==> config.mk <==
export PLATFORM = sky130hd
export DESIGN_NAME = split_access_seq_flat
export DESIGN_NICKNAME = d
export VERILOG_FILES = /design/src/rtl/split_access_seq_pkg.sv /design/src/rtl/split_access_seq_if.sv /design/src/rtl/split_access_seq_merge.sv /design/src/rtl/split_access_seq.sv /design/src/flat_wrapper.sv
export SDC_FILE = /design/constraint.sdc
export NUM_CORES = 1
export LEC_CHECK = 0
export CAP_MARGIN = 20
export CORE_MARGIN = 2
export CORE_UTILIZATION = 45
export DETAILED_ROUTE_END_ITERATION = 12
export HOLD_SLACK_MARGIN = 0.12
export PLACE_DENSITY_LB_ADDON = 0.15
export REMOVE_ABC_BUFFERS = 1
export SLEW_MARGIN = 20
export SYNTH_ARGS = -nofsm -noshare
export SYNTH_HDL_FRONTEND = slang
export SYNTH_SLANG_ARGS = --single-unit
export TNS_END_PERCENT = 10
==> constraint.sdc <==
create_clock -name clk -period 3 [get_ports clk]
set_input_delay 0.75 -clock clk [delete_from_list [all_inputs] [get_ports clk]]
set_output_delay 0.75 -clock clk [all_outputs]
set_load 0.01 [all_outputs]
==> src/rtl/split_access_seq_pkg.sv <==
// Shared definitions for the split-access sequencer.
//   state_e        : FSM state encoding (3-bit)
//   FLT_TLB/PROT   : bit positions inside the 2-bit fault code
//   size_bytes()   : request size code (0..3) to byte count (1/2/4/8)
package split_access_seq_pkg;

    typedef enum logic [2:0] {
        ST_IDLE = 3'd0,
        ST_CHK  = 3'd1,
        ST_ISS0 = 3'd2,
        ST_WT0  = 3'd3,
        ST_ISS1 = 3'd4,
        ST_WT1  = 3'd5,
        ST_DONE = 3'd6,
        ST_FLT  = 3'd7
    } state_e;

    localparam int FLT_TLB  = 0;
    localparam int FLT_PROT = 1;

    localparam logic [4:0] BYTES_SZ0 = 5'd1;
    localparam logic [4:0] BYTES_SZ1 = 5'd2;
    localparam logic [4:0] BYTES_SZ2 = 5'd4;
    localparam logic [4:0] BYTES_SZ3 = 5'd8;

    function automatic logic [4:0] size_bytes(input logic [1:0] size);
        case (size)
            2'd0:    return BYTES_SZ0;
            2'd1:    return BYTES_SZ1;
            2'd2:    return BYTES_SZ2;
            default: return BYTES_SZ3;
        endcase
    endfunction

endpackage

==> src/rtl/split_access_seq_if.sv <==
// Bus bundle between the requester/TLB/cache environment and the sequencer.
//   request : req_valid/req_ready/req_addr/req_size/req_w
//   status  : need_p1, tlb_hit, tlb_miss, prot_exc, pcd
//   cache   : c_valid/c_half/c_ready, c_rvalid/c_rdata
//   result  : resp_valid/resp_data/resp_fault/resp_pcd, busy
//   debug   : dbg_addr/dbg_w (latched request address and write flag)
// Modport slave is the sequencer, master is the surrounding environment.
interface split_access_seq_if #(
    parameter int LINE_W = 128,
    parameter int ADDR_W = 32
);
    logic              req_valid;
    logic              req_ready;
    logic [ADDR_W-1:0] req_addr;
    logic [1:0]        req_size;
    logic              req_w;
    logic              need_p1;
    logic              tlb_hit;
    logic              tlb_miss;
    logic              prot_exc;
    logic              pcd;
    logic              c_valid;
    logic              c_half;
    logic              c_ready;
    logic              c_rvalid;
    logic [LINE_W-1:0] c_rdata;
    logic              resp_valid;
    logic [LINE_W-1:0] resp_data;
    logic [1:0]        resp_fault;
    logic              resp_pcd;
    logic              busy;
    logic [ADDR_W-1:0] dbg_addr;
    logic              dbg_w;

    modport slave (
        input  req_valid, req_addr, req_size, req_w, need_p1, tlb_hit, tlb_miss,
               prot_exc, pcd, c_ready, c_rvalid, c_rdata,
        output req_ready, c_valid, c_half, resp_valid, resp_data, resp_fault,
               resp_pcd, busy, dbg_addr, dbg_w
    );

    modport master (
        output req_valid, req_addr, req_size, req_w, need_p1, tlb_hit, tlb_miss,
               prot_exc, pcd, c_ready, c_rvalid, c_rdata,
        input  req_ready, c_valid, c_half, resp_valid, resp_data, resp_fault,
               resp_pcd, busy, dbg_addr, dbg_w
    );
endinterface

==> src/rtl/split_access_seq_merge.sv <==
// Combinational merge of two 16-byte lines into one right-aligned result.
//   pair_i  : {line1[LINE_W-9:0], line0}; the top byte of line1 can never
//             reach the result because the byte offset is at most 15
//   shift_i : byte offset addr[3:0]
//   size_i  : size code, bytes above 1/2/4/8 are zeroed
//   data_o  : merged result
// The shifter is four mux2 stages (8, 4, 2, 1 bytes); each stage keeps only
// the lanes that later stages can still move into the output window.
module split_access_seq_merge
    import split_access_seq_pkg::*;
#(
    parameter int LINE_W = 128
) (
    input  logic [LINE_W+119:0] pair_i,
    input  logic [3:0]          shift_i,
    input  logic [1:0]          size_i,
    output logic [LINE_W-1:0]   data_o
);
    localparam int W1 = LINE_W + 56;
    localparam int W2 = LINE_W + 24;
    localparam int W3 = LINE_W + 8;

    logic [W1-1:0]     s1;
    logic [W2-1:0]     s2;
    logic [W3-1:0]     s3;
    logic [LINE_W-1:0] s4;
    logic [4:0]        nbytes;

    assign s1 = shift_i[3] ? pair_i[LINE_W+119:64] : pair_i[W1-1:0];
    assign s2 = shift_i[2] ? s1[W1-1:32] : s1[W2-1:0];
    assign s3 = shift_i[1] ? s2[W2-1:16] : s2[W3-1:0];
    assign s4 = shift_i[0] ? s3[W3-1:8]  : s3[LINE_W-1:0];

    assign nbytes = size_bytes(size_i);

    genvar gi;
    generate
        for (gi = 0; gi < LINE_W / 8; gi++) begin : g_mask
            assign data_o[gi*8 +: 8] = (5'(gi) < nbytes) ? s4[gi*8 +: 8] : 8'h00;
        end
    endgenerate
endmodule

==> src/rtl/split_access_seq.sv <==
// Sequencer in front of the M-stage aligner and D-cache port. Accepts one
// request, waits for TLB/protection status, issues one or two line accesses
// (half 0, then half 1 when the access spans two lines), and returns a
// merged right-aligned result or a fault code.
//   clk, rst : clock, synchronous active-low reset
//   bus      : request, status, cache and result signals (slave modport)
module split_access_seq
    import split_access_seq_pkg::*;
#(
    parameter int LINE_W    = 128,
    parameter int ADDR_W    = 32,
    parameter int TLB_RETRY = 4
) (
    input  logic              clk,
    input  logic              rst,
    split_access_seq_if.slave bus
);
    localparam logic [3:0] RETRY_LAST = 4'(TLB_RETRY - 1);

    state_e            state_q, state_d;
    logic [ADDR_W-1:0] addr_q, addr_d;
    logic [1:0]        size_q, size_d;
    logic              w_q, w_d;
    logic              split_q, split_d;
    logic              pcd_q, pcd_d;
    logic [3:0]        retry_q, retry_d;
    logic [1:0]        fault_q, fault_d;
    logic [LINE_W-1:0] line0_q, line0_d;
    logic [LINE_W-9:0] line1_q, line1_d;
    logic              req_ready, c_valid, c_half, resp_valid;
    logic [LINE_W-1:0] merged;

    always_ff @(posedge clk) begin
        if (!rst) begin
            state_q <= ST_IDLE;
            addr_q  <= '0;
            size_q  <= '0;
            w_q     <= 1'b0;
            split_q <= 1'b0;
            pcd_q   <= 1'b0;
            retry_q <= '0;
            fault_q <= '0;
            line0_q <= '0;
            line1_q <= '0;
        end else begin
            state_q <= state_d;
            addr_q  <= addr_d;
            size_q  <= size_d;
            w_q     <= w_d;
            split_q <= split_d;
            pcd_q   <= pcd_d;
            retry_q <= retry_d;
            fault_q <= fault_d;
            line0_q <= line0_d;
            line1_q <= line1_d;
        end
    end

    always_comb begin
        state_d    = state_q;
        addr_d     = addr_q;
        size_d     = size_q;
        w_d        = w_q;
        split_d    = split_q;
        pcd_d      = pcd_q;
        retry_d    = retry_q;
        fault_d    = fault_q;
        line0_d    = line0_q;
        line1_d    = line1_q;
        req_ready  = 1'b0;
        c_valid    = 1'b0;
        c_half     = 1'b0;
        resp_valid = 1'b0;
        case (state_q)
            ST_IDLE: begin
                req_ready = 1'b1;
                if (bus.req_valid) begin
                    addr_d  = bus.req_addr;
                    size_d  = bus.req_size;
                    w_d     = bus.req_w;
                    retry_d = '0;
                    fault_d = '0;
                    // line1 must read as zero for a non-split access
                    line0_d = '0;
                    line1_d = '0;
                    state_d = ST_CHK;
                end
            end
            ST_CHK: begin
                split_d = bus.need_p1;
                pcd_d   = bus.pcd;
                if (bus.prot_exc) begin
                    fault_d[FLT_PROT] = 1'b1;
                    state_d = ST_FLT;
                end else if (bus.tlb_miss) begin
                    if (retry_q == RETRY_LAST) begin
                        fault_d[FLT_TLB] = 1'b1;
                        state_d = ST_FLT;
                    end else begin
                        retry_d = retry_q + 4'd1;
                    end
                end else if (bus.tlb_hit) begin
                    state_d = ST_ISS0;
                end
            end
            ST_ISS0: begin
                c_valid = 1'b1;
                if (bus.c_ready) begin
                    // a same-cycle response skips the wait state
                    if (bus.c_rvalid) begin
                        line0_d = bus.c_rdata;
                        state_d = split_q ? ST_ISS1 : ST_DONE;
                    end else begin
                        state_d = ST_WT0;
                    end
                end
            end
            ST_WT0: begin
                if (bus.c_rvalid) begin
                    line0_d = bus.c_rdata;
                    state_d = split_q ? ST_ISS1 : ST_DONE;
                end
            end
            ST_ISS1: begin
                c_valid = 1'b1;
                c_half  = 1'b1;
                if (bus.c_ready) begin
                    if (bus.c_rvalid) begin
                        line1_d = bus.c_rdata[LINE_W-9:0];
                        state_d = ST_DONE;
                    end else begin
                        state_d = ST_WT1;
                    end
                end
            end
            ST_WT1: begin
                if (bus.c_rvalid) begin
                    line1_d = bus.c_rdata[LINE_W-9:0];
                    state_d = ST_DONE;
                end
            end
            ST_DONE: begin
                resp_valid = 1'b1;
                state_d    = ST_IDLE;
            end
            ST_FLT: begin
                resp_valid = 1'b1;
                state_d    = ST_IDLE;
            end
            default: state_d = ST_IDLE;
        endcase
    end

    split_access_seq_merge #(.LINE_W(LINE_W)) u_merge (
        .pair_i  ({line1_q, line0_q}),
        .shift_i (addr_q[3:0]),
        .size_i  (size_q),
        .data_o  (merged)
    );

    assign bus.req_ready  = req_ready;
    assign bus.c_valid    = c_valid;
    assign bus.c_half     = c_half;
    assign bus.resp_valid = resp_valid;
    assign bus.resp_data  = (state_q == ST_DONE) ? merged : '0;
    assign bus.resp_fault = (state_q == ST_FLT) ? fault_q : 2'b00;
    assign bus.resp_pcd   = resp_valid & pcd_q;
    assign bus.busy       = (state_q != ST_IDLE);
    assign bus.dbg_addr   = addr_q;
    assign bus.dbg_w      = w_q;
endmodule

==> src/flat_wrapper.sv <==
// flat-port wrapper written by rule: the top's interface ports become plain ports
module split_access_seq_flat import split_access_seq_pkg::*;
#(
    parameter int LINE_W    = 128,
    parameter int ADDR_W    = 32,
    parameter int TLB_RETRY = 4
)
  (clk, rst, bus_req_valid, bus_req_addr, bus_req_size, bus_req_w, bus_need_p1, bus_tlb_hit, bus_tlb_miss, bus_prot_exc, bus_pcd, bus_c_ready, bus_c_rvalid, bus_c_rdata, bus_req_ready, bus_c_valid, bus_c_half, bus_resp_valid, bus_resp_data, bus_resp_fault, bus_resp_pcd, bus_busy, bus_dbg_addr, bus_dbg_w);
  split_access_seq_if #(.LINE_W(LINE_W), .ADDR_W(ADDR_W)) bus_i ();
  input  logic clk;
  input  logic rst;
  input wire logic [$bits(bus_i.req_valid)-1:0] bus_req_valid;
  input wire logic [$bits(bus_i.req_addr)-1:0] bus_req_addr;
  input wire logic [$bits(bus_i.req_size)-1:0] bus_req_size;
  input wire logic [$bits(bus_i.req_w)-1:0] bus_req_w;
  input wire logic [$bits(bus_i.need_p1)-1:0] bus_need_p1;
  input wire logic [$bits(bus_i.tlb_hit)-1:0] bus_tlb_hit;
  input wire logic [$bits(bus_i.tlb_miss)-1:0] bus_tlb_miss;
  input wire logic [$bits(bus_i.prot_exc)-1:0] bus_prot_exc;
  input wire logic [$bits(bus_i.pcd)-1:0] bus_pcd;
  input wire logic [$bits(bus_i.c_ready)-1:0] bus_c_ready;
  input wire logic [$bits(bus_i.c_rvalid)-1:0] bus_c_rvalid;
  input wire logic [$bits(bus_i.c_rdata)-1:0] bus_c_rdata;
  output wire logic [$bits(bus_i.req_ready)-1:0] bus_req_ready;
  output wire logic [$bits(bus_i.c_valid)-1:0] bus_c_valid;
  output wire logic [$bits(bus_i.c_half)-1:0] bus_c_half;
  output wire logic [$bits(bus_i.resp_valid)-1:0] bus_resp_valid;
  output wire logic [$bits(bus_i.resp_data)-1:0] bus_resp_data;
  output wire logic [$bits(bus_i.resp_fault)-1:0] bus_resp_fault;
  output wire logic [$bits(bus_i.resp_pcd)-1:0] bus_resp_pcd;
  output wire logic [$bits(bus_i.busy)-1:0] bus_busy;
  output wire logic [$bits(bus_i.dbg_addr)-1:0] bus_dbg_addr;
  output wire logic [$bits(bus_i.dbg_w)-1:0] bus_dbg_w;
  assign bus_i.req_valid = bus_req_valid;
  assign bus_i.req_addr = bus_req_addr;
  assign bus_i.req_size = bus_req_size;
  assign bus_i.req_w = bus_req_w;
  assign bus_i.need_p1 = bus_need_p1;
  assign bus_i.tlb_hit = bus_tlb_hit;
  assign bus_i.tlb_miss = bus_tlb_miss;
  assign bus_i.prot_exc = bus_prot_exc;
  assign bus_i.pcd = bus_pcd;
  assign bus_i.c_ready = bus_c_ready;
  assign bus_i.c_rvalid = bus_c_rvalid;
  assign bus_i.c_rdata = bus_c_rdata;
  assign bus_req_ready = bus_i.req_ready;
  assign bus_c_valid = bus_i.c_valid;
  assign bus_c_half = bus_i.c_half;
  assign bus_resp_valid = bus_i.resp_valid;
  assign bus_resp_data = bus_i.resp_data;
  assign bus_resp_fault = bus_i.resp_fault;
  assign bus_resp_pcd = bus_i.resp_pcd;
  assign bus_busy = bus_i.busy;
  assign bus_dbg_addr = bus_i.dbg_addr;
  assign bus_dbg_w = bus_i.dbg_w;
  split_access_seq #(.LINE_W(LINE_W), .ADDR_W(ADDR_W), .TLB_RETRY(TLB_RETRY)) u_core (.clk(clk), .rst(rst), .bus(bus_i));
endmodule
==> results of run 1 <==
[path summary, 6_finish.rpt]
check	from	cells past startpoint	slack (ps)	to
setup / recovery	u_core.bus.dbg_addr[3]	8	-130	bus_resp_data[39]
hold / removal	u_core.pcd_q	2	460	u_core.pcd_q
setup reg to reg	u_core.state_q[0]	6	900	u_core.line0_q[115]
hold reg to reg	u_core.pcd_q	2	460	u_core.pcd_q
[layout make-up]
| type | count | area share |
|---|---|---|
| repair buffers | 397 | 0.2247 |
| inverters | 8 | 0.001926 |
| well taps | 335 | 0.02390 |
| multi-input cells | 838 | 0.4334 |
| diodes | 1 | 0.0001427 |
| clock inverters | 12 | 0.01006 |
| clock buffers | 35 | 0.04245 |
| flip-flops and latches | 230 | 0.2634 |
[placed cells by master (no fill, tap or decap), types with 5 or more instances in the layout]
cell               n
nor2_1            23
nand2_1          108
buf_16             5
clkbuf_8           6
buf_2             53
buf_12            27
a32o_1           169
nor2b_4            5
mux2i_4            8
a22o_1            16
buf_4             72
o22ai_2           42
a311oi_2           7
buf_6             17
conb_1            64
mux2_4            45
or2_2              5
mux4_2             8
inv_1              7
o221ai_2          20
buf_8              5
a211o_1           17
a2bb2oi_2          5
a211oi_2           5
or2_4             13
clkdlybuf4s50_1  212
mux2_2            11
clkinv_2           5
o2111ai_1          7
mux2i_1           46
dfxtp_1          224
o22ai_1           40
a22oi_1           15
mux2i_2           15
a22oi_2           10
o211ai_1           9
a21oi_1           41
o221ai_4          12
clkbuf_16         27
[per-stage QoR]
step | setup slack [ps] | power [W] | hold WS, ps
6_report | -128.0 | 0.01198 | 455.6
3_5_place_dp | -156.8 | 0.007529 | 448.5
4_1_cts | -138.8 | 0.01167 | 457.2
3_3_place_gp | -164.9 | 0.007490 | 440.6
5_1_grt | -176.7 | 0.01246 | 468.0
2_1_floorplan | -3504 | 0.005814 | 428.6
[metal layers]
layer  share of wire  vias to the layer above
li1                -                     5257
met5               0                        -
met1            0.41                     5703
met4           0.051                        0
met3           0.093                      130
met2            0.44                      697
[worst min-delay path: stages, from the launching register on]
cell and delay (ps):
dfxtp_1 310, nand2_1 50, a21oi_1 50
[cell families (layout without fill, tap and decap cells)]
| group | count (synthesis) | in the layout | synth area share |
|---|---|---|---|
| compound gates | 439 | 439 | 0.3084 |
| xor+xnor | 1 | 1 | 0.0007385 |
| fa+ha+maj | 2 | 2 | 0.001899 |
| buf+inv | 208 | 452 | 0.09610 |
| flops | 230 | 230 | 0.3882 |
| mux | 133 | 133 | 0.1266 |
| other cells | 1 | 65 | 0.0003162 |
| simple gates | 198 | 199 | 0.07774 |
[cell usage after synthesis, types with 3 or more instances]
cell / n / area, µm²
a211oi_1: 9 / 67.56
o221ai_1: 26 / 227.7
a311oi_1: 8 / 70.07
o22ai_1: 83 / 519.3
nor2_1: 29 / 108.9
nand2b_1: 6 / 37.54
buf_2: 52 / 260.3
buf_1: 8 / 30.03
o221ai_2: 6 / 90.09
mux2_2: 56 / 630.6
nor2b_1: 11 / 68.82
a211o_1: 17 / 148.9
a32o_1: 169 / 1692
buf_4: 76 / 570.6
a22o_1: 16 / 140.1
or2_2: 18 / 112.6
nand3_1: 3 / 15.01
a22oi_1: 25 / 187.7
and3_1: 4 / 25.02
nand2_1: 109 / 409.1
inv_1: 8 / 30.03
a2bb2oi_1: 8 / 70.07
clkbuf_1: 62 / 232.7
mux2i_1: 69 / 690.7
o211ai_1: 9 / 67.56
o2111ai_1: 8 / 70.07
dfxtp_1: 230 / 4604
mux4_2: 8 / 180.2
a21oi_1: 43 / 215.2
[where the power goes]
part / leakage [nW] / switching [W] / internal, W
logic: 4.12 / 0.00262 / 0.00234
registers: 1.86 / 0.000254 / 0.00338
clock network: 0.450 / 0.00130 / 0.00208
[state kept, by name (all words and copies together), names as in the netlist]
register	cells
u_core.bus.dbg_addr	32
u_core.bus.dbg_w	1
u_core.fault_q	2
u_core.line0_q	128
u_core.line1_q	56
u_core.pcd_q	1
u_core.retry_q	4
u_core.size_q	2
u_core.split_q	1
u_core.state_q	3
[what timing repair did]
action,CTS,global route
buffers inserted,25,10
gates resized for setup,440,88
pin swaps,55,42
hold buffers,0,0
endpoints found under the setup margin,66,65
cloned,7,1
==> impl_metrics.yaml, run 1 <==
outcome:
  status: "complete, but fails checks"
  violations: "setup timing"
route:
  drc: 0
  via_per_inst: 6.351
  drt-wirelength-per-cell_um: 23.75
  routed_wirelength_um: 44080
  drtPass1Iterations: 7
  drt.antenna.violating_nets: 0
  first_iter_violations: 1236
  vias: 11787
setup_path:
  start_kind: "flop"
  cpMostUsedCell: "o22ai_1"
  required_ps: 2250
  end_kind: "output port"
  worst-path-buf-inv: 4
  crit_type: "reg2out"
  worstPathCellList: "buf_12, clkbuf_16, buf_4, mux2_4, o22ai_1, a211o_1, o22ai_1, buf_2"
  critPathTopFamily: "buffers and inverters"
  cp_data_arrival_time_ps: 2380
  cp_max_fo: 6
  critical-path-max-stage-delay_ps: 380
  critPathSlowestCell: "dfxtp_4"
final_layout:
  final_area_um2: 17540
  nFillCells: 2069
  final_layout_size_suffix_gt1_frac: 0.3112
  utilization: 0.6749
  area_growth_pct: 47.86
  fin_nets: 1675
  fin_cells: 1856
  multi_input_area_um2: 7601
  ff_latch_area_um2: 4619
floorplanning:
  die_x_um: 166.4
  die_area_um2: 27670
  row_count: 59
  pin_count: 342
  core_area_um2: 25980
  fp.dieH_um: 166.4
  start_util: 0.4565
global_route:
  grt-ovfl-total: 0
  gr-max-usage-layer: "met2"
  grt_pass1_vias: 11162
  grt_max_degree: 176
  grt_pass1_wl_um: 66160
  use_met3: 0.06411
  use_met1: 0.4050
  antenna_found_initial: 1
  use_met2: 0.4618
  grt_use_total: 0.2998
synth:
  synth-edff-count: 0
  synth.distinct_cells: 61
  ys_ff_latch: 230
  synth.avg_cell_area_um2: 9.787
  ys_seq_area_frac: 0.3882
  synthesis.area_um2: 11860
  syn_inst: 1212
  ys_warn_count: 0
  synth_ff_type: "dfxtp_1"
  synthArstFlopShare: 0
sta:
  fin_crit_sh: 1.043
  hold_viol_final: 0
  relSlewSlack: 0.4427
  fmax_ghz: 0.3197
  tns_ps: -2241
  tightest_slew_ps: 836.0
  fin_crit_ps: 3128
  setup_viol: 46
  drv_slew: 0
  finClkSkew_ps: 17.81
  grt_setup_unrepaired: "true"
  finalWorstSetupSlack_ps: -128.0
run:
  maxCapViolCount: 0
placement:
  gp_congestion: 0.9544
  dp_hpwl_um: 28270
  dpl_cell_area_um2: 15120
  placed_cells: 1768
  port_buffers: 277
clocking:
  clkSinkCount: 230
  cts-root-buf: "clkbuf_16"
  htreeDepth: 1
  cts_buffer_depth: 3
  cts_tree: "done"
  insertion_delay_ps: 540
  cts_buffers: 26
  clk_pin_slew_ps: 60
pwr:
  p_per_area_nw_per_um2: 683.0
  leakage_nw: 6.437
  vdd_drop_max_uv: 452.3
min_path:
  hold_class: "reg2reg"
No activity file was read; power rests on OpenSTA's default activity.
==> inputs of run 2 (changes only) <==
--- a/config.mk
+++ b/config.mk
@@ -9,6 +9,7 @@
 export CORE_MARGIN = 2
 export CORE_UTILIZATION = 45
 export DETAILED_ROUTE_END_ITERATION = 12
+export GPL_TIMING_DRIVEN = 1
 export HOLD_SLACK_MARGIN = 0.12
 export PLACE_DENSITY_LB_ADDON = 0.15
 export REMOVE_ABC_BUFFERS = 1
@@ -16,4 +17,4 @@
 export SYNTH_ARGS = -nofsm -noshare
 export SYNTH_HDL_FRONTEND = slang
 export SYNTH_SLANG_ARGS = --single-unit
-export TNS_END_PERCENT = 10
+export TNS_END_PERCENT = 5
==> run 2 against run 1 <==
  * The flow still finishes with violations (setup timing)
  * Clock power is essentially flat
  * Global-route usage down 0.051 points
  * Power barely moved
  * Count of clock-buffer cells in the layout did not move
  * Via count is 0.18% lower
  * Critical endpoint is now bus_resp_data[2]
  * Largest cell class unchanged
  * Highest routed layer unchanged
==> impl_metrics.yaml, run 2 (same netlist as run 1, synthesis figures left out) <==
sta:
  fin_crit_ps: 3119
  setup_viol: 47
  tightest_slew_ps: 871.5
  fmax_ghz: 0.3206
  finalWorstSetupSlack_ps: -119.0
  relSlewSlack: 0.4190
  tns_ps: -2176
  hold_viol_final: 0
  fin_crit_sh: 1.040
  finClkSkew_ps: 17.12
  grt_setup_unrepaired: "true"
  drv_slew: 0
global_route:
  grt_pass1_wl_um: 66130
  grt_max_degree: 176
  grt_pass1_vias: 11192
  grt_use_total: 0.2992
  grt-ovfl-total: 0
  antenna_found_initial: 1
setup_path:
  critPathSlowestCell: "dfxtp_4"
  worstPathCellList: "buf_12, buf_12, buf_6, mux2_4, o211ai_1, buf_4, a211oi_2, buf_2"
  cp_data_arrival_time_ps: 2370
  crit_type: "reg2out"
  cpMostUsedCell: "buf_12"
  start_kind: "flop"
  critPathTopFamily: "buffers and inverters"
  required_ps: 2250
  cp_max_fo: 6
  end_kind: "output port"
  worst-path-buf-inv: 5
  critical-path-max-stage-delay_ps: 400
floorplanning:
  die_area_um2: 27670
  die_x_um: 166.4
  fp.dieH_um: 166.4
  core_area_um2: 25980
  start_util: 0.4565
  row_count: 59
  pin_count: 342
placement:
  gp_congestion: 0.9544
  dp_hpwl_um: 28270
  dpl_cell_area_um2: 15120
  port_buffers: 277
  place_ws_ps: -156.8
  placed_cells: 1768
route:
  drtPass1Iterations: 6
  drc: 0
  first_iter_violations: 1124
  routed_wirelength_um: 44090
  drt-wirelength-per-cell_um: 23.78
  via_per_inst: 6.346
  drt.antenna.violating_nets: 0
  vias: 11766
final_layout:
  nFillCells: 2073
  largest_reg_flops: 128
  mostFrequentLayoutCell: "dfxtp_1"
  fin_cells: 1854
  area_growth_pct: 47.57
  fin_nets: 1673
  final_layout_size_suffix_gt1_frac: 0.3109
  layout_common_cells: "224 x dfxtp_1, 212 x clkdlybuf4s50_1, 169 x a32o_1"
  final_area_um2: 17500
  regMostFlops: "u_core.line0_q"
outcome:
  violations: "setup timing"
  status: "complete, but fails checks"
clocking:
  cts_buffer_depth: 3
  cts_tree: "done"
  clk_pin_slew_ps: 60
  cts-root-buf: "clkbuf_16"
  clkSinkCount: 230
  postCtsHoldBufs: 0
  htreeDepth: 1
  insertion_delay_ps: 540
  cts_buffers: 26
pwr:
  p_per_area_nw_per_um2: 684.3
  vdd_drop_max_uv: 452.3
  leakage_nw: 6.415
min_path:
  hold_class: "reg2reg"
run:
  maxCapViolCount: 0
-- run 2: metal layers --
metal  vias up  part of all wire  wire, µm  track usage
li1       5251                 -         -            -
met1      5698              0.41     18290       0.4013
met2       672              0.45     19620       0.4631
met3       145             0.088      3869      0.06411
met4         0             0.052      2304       0.1376
met5         -                 0         0            0
-- run 2: path summary, 6_finish.rpt --
path                                             start                  end  slack (ps)  cells past startpoint
worst max-delay path            u_core.bus.dbg_addr[3]     bus_resp_data[2]        -120                      8
worst min-delay path                      u_core.pcd_q         u_core.pcd_q         460                      2
worst max register to register       u_core.state_q[0]  u_core.line0_q[115]         920                      6
worst min register to register            u_core.pcd_q         u_core.pcd_q         460                      2
-- run 2: cell type report --
type / count / area (µm²) / share of cell area
Inverter: 8 / 33.78 / 0.001930
Multi-Input combinational cell: 838 / 7599 / 0.4341
Antenna cell: 1 / 2.502 / 0.0001430
Clock inverter: 12 / 176.4 / 0.01008
Tap cell: 335 / 419.2 / 0.02395
Timing Repair Buffer: 395 / 3910 / 0.2234
Sequential cell: 230 / 4619 / 0.2639
Clock buffer: 35 / 744.5 / 0.04253
-- run 2: power by group --
part	internal (W)	switching [W]
combinational	0.00233	0.00263
clock	0.00208	0.00130
sequential	0.00338	0.000254
-- run 2: through the flow --
step | total power (W) | util | hold slack (ps)
global route | 0.01244 | 0.6736 | 468.0
CTS | 0.01165 | 0.6574 | 457.2
floorplan | 0.005814 | - | 428.6
finish | 0.01198 | 0.6736 | 455.7
detailed placement | 0.007529 | 0.5820 | 448.5
global placement | 0.007490 | 0.5820 | 440.6
-- run 2: worst register-to-register path, delay by kind of cell, from the launching register on --
family	cells	cell delay, ps
flip-flops	1	370
multiplexers	1	150
AND/OR/NAND/NOR	1	240
AO/OA/AOI/OAI	2	700
buffers and inverters	2	570
-- run 2: repair_timing --
action / 4_1_cts / 5_1_grt
endpoints found under the setup margin: 66 / 65
pin swaps: 55 / 45
gates cloned: 7 / 1
setup buffers: 24 / 9
gates resized for setup: 433 / 89
